**config.mk**
```make
export PLATFORM = sky130hd
export DESIGN_NAME = seg7_scan_controller_flat
export DESIGN_NICKNAME = d
export VERILOG_FILES = /design/src/rtl/seg7_scan_controller_if.sv /design/src/rtl/seg7_scan_controller.sv /design/src/flat_wrapper.sv
export SDC_FILE = /design/constraint.sdc
export NUM_CORES = 1
export LEC_CHECK = 0
export BUFFER_PORTS_ARGS = -buffer_cell sky130_fd_sc_hd__buf_2
export CAP_MARGIN = 20
export CORE_MARGIN = 4
export CORE_UTILIZATION = 58
export DETAILED_ROUTE_END_ITERATION = 8
export PLACE_DENSITY = 0.91
export SLEW_MARGIN = 20
export SYNTH_ARGS = -nofsm -noshare
export SYNTH_HDL_FRONTEND = slang
export SYNTH_SLANG_ARGS = --single-unit
```
**constraint.sdc**
```tcl
create_clock -name clk -period 2.9 [get_ports clk]
set_input_delay 0.145 -clock clk [delete_from_list [all_inputs] [get_ports clk]]
set_output_delay 0.145 -clock clk [all_outputs]
set_load 0.1 [all_outputs]
```
**src/rtl/seg7_scan_controller_if.sv**
```systemverilog
// seg7_scan_controller_if: keypad entry and 7-segment display signal bundle.
//   bcd_in[3:0]      keypad digit, qualified by key_valid
//   key_valid        single-cycle strobe for bcd_in
//   clear            synchronous buffer clear
//   seg[6:0]         active-high segments, bit 0 = a .. bit 6 = g
//   an[5:0]          one-hot digit enable, bit 0 = rightmost digit
//   digit_count[2:0] digits entered, 0..6
//   full             digit_count == 6
//   bad_key          one-cycle pulse after a strobe carrying a non-BCD value
// master drives the keypad side, slave is the controller.
interface seg7_scan_controller_if;
    logic [3:0] bcd_in;
    logic       key_valid;
    logic       clear;
    logic [6:0] seg;
    logic [5:0] an;
    logic [2:0] digit_count;
    logic       full;
    logic       bad_key;
    modport master (output bcd_in, key_valid, clear, input seg, an, digit_count, full, bad_key);
    modport slave  (input bcd_in, key_valid, clear, output seg, an, digit_count, full, bad_key);
endinterface

```
**src/rtl/seg7_scan_controller.sv**
```systemverilog
// seg7_scan_controller: six-digit BCD entry buffer multiplexed onto a shared 7-segment bus.
//   clk, rst  system clock, synchronous active-high reset
//   bus       seg7_scan_controller_if.slave: keypad inputs, display and status outputs
//   SCAN_DIV  clock cycles per digit slot (>= 2); the last cycle of each slot is blanked
// Optional feature: define SEG7_LEADING_BLANK_EN to darken positions not yet entered.
module seg7_scan_controller #(
    parameter int SCAN_DIV = 50000
) (
    input  logic                         clk,
    input  logic                         rst,
    seg7_scan_controller_if.slave        bus
);
    localparam int DIGITS = 6;
    localparam int PW = $clog2(SCAN_DIV);
    localparam logic [PW-1:0] LAST = PW'(SCAN_DIV - 1);

    logic [DIGITS-1:0][3:0] dbuf_q, dbuf_d;
    logic [PW-1:0]          pcnt_q, pcnt_d;
    logic [2:0]             idx_q, idx_d;
    logic [2:0]             cnt_q, cnt_d;
    logic [6:0]             seg_q, seg_d;
    logic [5:0]             an_q, an_d;
    logic                   bad_q, bad_d;
    logic                   blank;

    function automatic logic [6:0] decode(input logic [3:0] d);
        case (d)
            4'd0:    decode = 7'b0111111;
            4'd1:    decode = 7'b0000110;
            4'd2:    decode = 7'b1011011;
            4'd3:    decode = 7'b1001111;
            4'd4:    decode = 7'b1100110;
            4'd5:    decode = 7'b1101101;
            4'd6:    decode = 7'b1111101;
            4'd7:    decode = 7'b0000111;
            4'd8:    decode = 7'b1111111;
            4'd9:    decode = 7'b1100111;
            default: decode = 7'b0000000;
        endcase
    endfunction

    always_comb begin
        blank  = pcnt_q == LAST;
        pcnt_d = blank ? '0 : pcnt_q + 1'b1;
        idx_d  = blank ? ((idx_q == 3'd5) ? 3'd0 : idx_q + 3'd1) : idx_q;
        dbuf_d = dbuf_q;
        cnt_d  = cnt_q;
        // clear wins over a simultaneous strobe and suppresses its bad_key
        if (bus.clear) begin
            dbuf_d = '0;
            cnt_d  = '0;
        end else if (bus.key_valid && bus.bcd_in <= 4'd9) begin
            dbuf_d = {dbuf_q[DIGITS-2:0], bus.bcd_in};
            cnt_d  = (cnt_q == 3'd6) ? cnt_q : cnt_q + 3'd1;
        end
        bad_d = bus.key_valid && !bus.clear && bus.bcd_in > 4'd9;
        an_d  = blank ? '0 : 6'b1 << idx_q;
`ifdef SEG7_LEADING_BLANK_EN
        seg_d = (blank || idx_q >= cnt_q) ? '0 : decode(dbuf_q[idx_q]);
`else
        seg_d = blank ? '0 : decode(dbuf_q[idx_q]);
`endif
    end

    always_ff @(posedge clk) begin
        if (rst) begin
            dbuf_q <= '0;
            pcnt_q <= '0;
            idx_q  <= '0;
            cnt_q  <= '0;
            seg_q  <= '0;
            an_q   <= '0;
            bad_q  <= 1'b0;
        end else begin
            dbuf_q <= dbuf_d;
            pcnt_q <= pcnt_d;
            idx_q  <= idx_d;
            cnt_q  <= cnt_d;
            seg_q  <= seg_d;
            an_q   <= an_d;
            bad_q  <= bad_d;
        end
    end

    assign bus.seg         = seg_q;
    assign bus.an          = an_q;
    assign bus.digit_count = cnt_q;
    assign bus.full        = cnt_q == 3'd6;
    assign bus.bad_key     = bad_q;
endmodule

```
**src/flat_wrapper.sv**
```systemverilog
// flat-port wrapper written by rule: the top's interface ports become plain ports
module seg7_scan_controller_flat 
#(
    parameter int SCAN_DIV = 50000
)
  (clk, rst, bus_bcd_in, bus_key_valid, bus_clear, bus_seg, bus_an, bus_digit_count, bus_full, bus_bad_key);
  seg7_scan_controller_if bus_i ();
  input  logic clk;
  input  logic rst;
  input wire logic [$bits(bus_i.bcd_in)-1:0] bus_bcd_in;
  input wire logic [$bits(bus_i.key_valid)-1:0] bus_key_valid;
  input wire logic [$bits(bus_i.clear)-1:0] bus_clear;
  output wire logic [$bits(bus_i.seg)-1:0] bus_seg;
  output wire logic [$bits(bus_i.an)-1:0] bus_an;
  output wire logic [$bits(bus_i.digit_count)-1:0] bus_digit_count;
  output wire logic [$bits(bus_i.full)-1:0] bus_full;
  output wire logic [$bits(bus_i.bad_key)-1:0] bus_bad_key;
  assign bus_i.bcd_in = bus_bcd_in;
  assign bus_i.key_valid = bus_key_valid;
  assign bus_i.clear = bus_clear;
  assign bus_seg = bus_i.seg;
  assign bus_an = bus_i.an;
  assign bus_digit_count = bus_i.digit_count;
  assign bus_full = bus_i.full;
  assign bus_bad_key = bus_i.bad_key;
  seg7_scan_controller #(.SCAN_DIV(SCAN_DIV)) u_core (.clk(clk), .rst(rst), .bus(bus_i));
endmodule
```
### After elaboration in Yosys (flattened, before gate mapping)

Memories as Yosys holds them, arrays and structs flattened. A register that Yosys moved wholly into a read port is not among the register bits.
Cells that the tools add are included.

| storage, ports and cells | value |
|---|---|
| memories kept | 1 |
| bits in registers | 53 |
| output and inout bits | 18 |
| ROM bits | 112 |
| word-level logic and storage cells | 33 |

Memories:

| memory | depth | width | rd ports | clocked after memory_dff | write ports | line | text |
|---|---|---|---|---|---|---|---|
| (no name shown) | 16 | 7 | 1 | 1 | 0 | seg7_scan_controller.sv:27 | `case (d)` |

| operators by class | value |
|---|---|
| $lt $le $gt $ge | 3 |
| equality and inequality tests | 3 |
| multiplexer cells | 3 |
| bitwise operators | 1 |
| reduce and logical (&&, ||, !) cells | 7 |
| add/sub/neg operators | 3 |
| shifts and indexed selects | 1 |

Operator list:

| operator | number |
|---|---|
| adder 16 x 1 -> 16 bit, second input constant | 1 |
| == test 16 bit, second input constant | 1 |
| binary-select mux 4 bit (select 3 bit) | 1 |
| adder 3 x 1 -> 3 bit, second input constant | 2 |
| == test 3 bit, second input constant | 2 |
| << shifter 1 x 3 -> 6 bit, first input constant | 1 |
| greater-than comparator 4 bit, second input constant | 1 |
| <= comparator 4 bit, second input constant | 1 |
| < comparator 3 x 4 -> 1 bit, second input constant | 1 |
| two-way mux 4 bit | 1 |
| OR reduction 2 bit | 2 |
| logical AND 1 bit | 3 |
| two-way mux 3 bit | 1 |
| AND reduction 2 bit | 1 |
| logical NOT 1 bit | 1 |
| inverter 1 bit | 1 |

### Depth between registers and ports, before layout

| logic depth | value |
|---|---|
| depth after elaboration | 3 |
| depth in mapped cells | 9 |
| gate-level depth less buffers | 7 |

### Worst setup path after synthesis

No wires, ideal clock.

| timing | value |
|---|---|
| path kind | register -> register |
| start | register u_core.cnt_q[1], in the netlist u_core.bus.digit_count[1] |
| end | register u_core.cnt_q[0], in the netlist u_core.bus.digit_count[0] |
| buffers on the path | 0 |
| clock period less this slack | 2,579 ps |
| data arrival time | 2,451 ps |
| stages on the path, launching flop included | 6 |
| library setup time | 128 ps |
| setup slack | 321 ps |
| data required time | 2,772 ps |
| cell sequence | dfxtp_1 > ha_1 > and2_1 > nor2_1 > xnor2_1 > nor2_1 |

| between the ends | value |
|---|---|
| word-level cells in the longest chain between the ends | 3 |

RTL lines:

| element | line | text |
|---|---|---|
| start, declared | seg7_scan_controller.sv:20 | `logic [2:0] cnt_q, cnt_d;` |
| start signal, assigned | seg7_scan_controller.sv:78 | `cnt_q <= cnt_d;` |
| == test 3 bit | - |  |
| net bus_full | flat_wrapper.sv:16 | `output wire logic [$bits(bus_i.full)-1:0] bus_full;` |
| inverter 1 bit (no source line) | - |  |
| AND reduction 2 bit (no source line) | - |  |

The timed path passes the listed nets, and every way through them passes these cells.
A chain may end at the register's enable or synchronous reset.

### Worst setup path after layout

| timing | value |
|---|---|
| start | register u_core.idx_q[1] |
| end | register u_core.seg_q[5], in the netlist u_core.bus.seg[5] |

| between the ends | value |
|---|---|
| word-level cells in the longest chain between the ends | 2 |

RTL lines:

| element | line | text |
|---|---|---|
| start, declared | seg7_scan_controller.sv:19 | `logic [2:0] idx_q, idx_d;` |
| start signal, assigned | seg7_scan_controller.sv:77 | `idx_q <= idx_d;` |
| binary-select mux 4 bit (select 3 bit) | seg7_scan_controller.sv:61 | `seg_d = blank ? '0 : decode(dbuf_q[idx_q]);` |
| two-way mux 4 bit (implied by the code) | seg7_scan_controller.sv:61 |  |
| end, declared | seg7_scan_controller.sv:21 | `logic [6:0] seg_q, seg_d;` |

Every way passes these cells. The select of a mux whose other input is x is not followed.

==> flow_summary.ini <==
[critical_path]
maximum_fanout_along_the_worst_path = 16
timing.setup.critical_path_class = flop to flop
worst_path_arrival_ps = 2770
cp_data_required_time_ps = 3160
cp_startpoint_kind = flop
cp-end-kind = flop

[synth]
syn_nets = 314
synth_ff_type = sky130_fd_sc_hd__dfxtp_1
synthesis.area_per_instance_um2 = 8.691
library_cells_used_by_synthesis = 40
ys_seq_elements = 60
synth_cells = 297
mappedNetlistArea_um2 = 2581
synth_warnings = 0
synth_seq_area_share_pct = 46.53
synth_edf_count = 0
async_reset_ff_share_pct = 0

[route]
route.detailed.drc = 0
antenna_violating_nets_post_route = 0
vias_per_cell = 5.556
num_vias = 2089
drtIter0Drc = 138
detail_route.wirelength_um = 4920
route.detailed.wl_per_inst_um = 13.09
firstDrtPassIters = 4

[pwr]
total_switching_power_uw = 419.4
finalPower_mw = 1.668
internal-power_mw = 1.249
power-per-cell-area_nw_per_um2 = 574.1
power.clock.fraction_pct = 40.5
p_leak_nw = 1.100
ir_worst_vdd_v = 0.0003407
share_seq_of_total_power_pct = 50.8
comb_power_share_pct = 8.7
power_switching_share_pct = 25.15

[final_layout]
antennaDiodeCount = 0
area_overhead_vs_synth_pct = 12.55
drive_above_1_share_pct = 15.64
num-fill-cells = 319
finish.net_count = 338
final_cell_mix = 60 x sky130_fd_sc_hd__dfxtp_1, 53 x sky130_fd_sc_hd__nand2_1, 33 x sky130_fd_sc_hd__a21oi_1, 32 x sky130_fd_sc_hd__nor2_1, 25 x sky130_fd_sc_hd__buf_2
layout_commonest_cell = sky130_fd_sc_hd__dfxtp_1

[floorplanning]
total_i_o_pin_count = 26
floorplan.die.width_um = 74.71
core_area_um2 = 4144
core.rowCount = 23
die_h_um = 74.71
fp.dieArea_um2 = 5582
start_util_pct = 62.29

[grt]
grt_overflow_total = 0
grtUsageTotal_pct = 20.04
grt_pass1_vias = 1939
global_route_wire_length_before_repair_um = 8404
largest_net_degree_at_the_start_of_global_routing = 29
antenna_found_initial = 0

[cts]
cts_repair_resized_insts = 0
cts_tree = yes
cts-htree-levels = 3
clockBufferDepth = 2
number_of_clock_sinks = 60
cts_buffers = 9
worst_setup_hold_path_clk_slew_ps = 60
clk_latency_ps = 330
cts_root_buffer = sky130_fd_sc_hd__clkbuf_8
postCtsHoldBufs = 0
post_cts.repair.setup_buffers = 0

[run_status]
result_of_the_run = completed

[sta]
setup_repair_after_global_routing_missed_its_margin = no
timing.clock.skew_ps = 4.164
drv_slew = 0
final_min_period_over_clock_period_pct = 86.31
final-hold-violation-count = 0
fmax_mhz = 399.5
finalCriticalPeriod_ps = 2503
worst_slew_pin_slew_ps = 774.4
maxSlewHeadroom_pct = 48.37
setup_viol = 0
fin_tns_setup_ps = 0

[place]
place.detailed.hpwl_um = 3469
port-buffer-count = 25
gpl.final_weighted_congestion = 0.7919

[hold_path]
hold_path_class = input pin to flop

[run]
max_cap_viol_count = 0
through the flow:
stage / hold WS, ps / utilization [%] / instances / area (um^2) / setup slack, ps
after floorplan: 214.1 / - / 297 / 2581 / 321.2
after global placement: 394.6 / 65.73 / 360 / 2724 / 615.0
after detailed placement: 392.3 / 65.73 / 360 / 2724 / 453.5
after CTS: 31.88 / 70.11 / 376 / 2905 / 421.6
after global routing: 56.12 / 70.11 / 376 / 2905 / 168.8
final: 47.46 / 70.11 / 376 / 2905 / 397.0
Yosys cell counts (2+ instances only):
library cell	instances	area, um^2
sky130_fd_sc_hd__ha_1	9	112.6
sky130_fd_sc_hd__nand2b_1	2	12.51
sky130_fd_sc_hd__a21oi_1	33	165.2
sky130_fd_sc_hd__mux2_2	3	33.78
sky130_fd_sc_hd__nor2_1	32	120.1
sky130_fd_sc_hd__nand3_1	6	30.03
sky130_fd_sc_hd__and2_1	3	18.77
sky130_fd_sc_hd__nand4_1	2	12.51
sky130_fd_sc_hd__or2_2	2	12.51
sky130_fd_sc_hd__nor3_1	6	30.03
sky130_fd_sc_hd__mux2i_1	13	130.1
sky130_fd_sc_hd__buf_1	2	7.510
sky130_fd_sc_hd__inv_1	7	26.28
sky130_fd_sc_hd__xor2_1	7	61.31
sky130_fd_sc_hd__buf_2	3	15.01
sky130_fd_sc_hd__o22ai_1	3	18.77
sky130_fd_sc_hd__o21ai_0	11	55.05
sky130_fd_sc_hd__a22oi_1	2	15.01
sky130_fd_sc_hd__or3_1	7	43.79
sky130_fd_sc_hd__nand2_1	53	198.9
sky130_fd_sc_hd__nand4b_1	3	26.28
sky130_fd_sc_hd__dfxtp_1	60	1201
sky130_fd_sc_hd__clkbuf_1	8	30.03
sky130_fd_sc_hd__xnor2_1	4	35.03
sequential cells by signal (all words and copies together), names as in the netlist:
name / cells
u_core.dbuf_q: 24
u_core.pcnt_q: 16
u_core.bus.seg: 7
u_core.bus.an: 6
u_core.bus.digit_count: 3
u_core.idx_q: 3
u_core.bus.bad_key: 1
critical path, stage by stage (launching register included):
cell and delay [ps]:
sky130_fd_sc_hd__dfxtp_1 750, sky130_fd_sc_hd__nand2b_1 260, sky130_fd_sc_hd__o22ai_1 110, sky130_fd_sc_hd__nor2_1 450, sky130_fd_sc_hd__ha_1 250, sky130_fd_sc_hd__nor4b_1 270, sky130_fd_sc_hd__o21ba_2 210, sky130_fd_sc_hd__o21ai_0 130
routing by layer:
metal / wire, um / vias up / GRT usage (%)
met4: 147 / 0 / 12.06
met5: 0 / - / 0
met3: 278 / 14 / 5.207
li1: - / 1058 / -
met1: 2249 / 960 / 24.50
met2: 2244 / 57 / 31.71
kinds of logic (layout without fill, tap and decap cells):
family / after synthesis / in the layout / synth area share, %
and+or+nand+nor: 128 / 128 / 24.04
DFF: 60 / 60 / 46.53
AOI/OAI and AO/OA: 53 / 53 / 11.92
buffers and inverters: 20 / 49 / 3.054
muxes: 16 / 16 / 6.350
xor gates and xnor gates: 11 / 11 / 3.732
adders and majority gates: 9 / 9 / 4.363
power by group through the flow:
stage / Sequential, mW / Clock (mW) / Combinational, mW
after floorplan: 0.932 / 0 / 0.0518
after global placement: 0.864 / 0 / 0.144
after detailed placement: 0.865 / 0 / 0.146
after CTS: 0.847 / 0.689 / 0.147
after global routing: 0.848 / 0.728 / 0.158
final: 0.847 / 0.675 / 0.146
final timing paths:
kind	start	to	slack [ps]	cells past startpoint
max reg2reg	u_core.idx_q[1]	u_core.bus.seg[5]	400	7
min reg2reg	u_core.dbuf_q[20]	u_core.dbuf_q[20]	460	2
min	bus_bcd_in[0]	u_core.dbuf_q[0]	50	3
max	u_core.idx_q[1]	u_core.bus.seg[5]	400	7
final cells by class:
cell class	instances	area [um^2]	share of cell area, %
clock buffer	15	176.4	6.072
clock inverter	1	5.005	0.1723
inverter	7	26.28	0.9044
multi-input combinational	217	1301	44.79
sequential	60	1201	41.34
tap	50	62.56	2.153
timing repair buffer	26	132.6	4.565
Note: power is estimated with default switching activity, not from simulation.
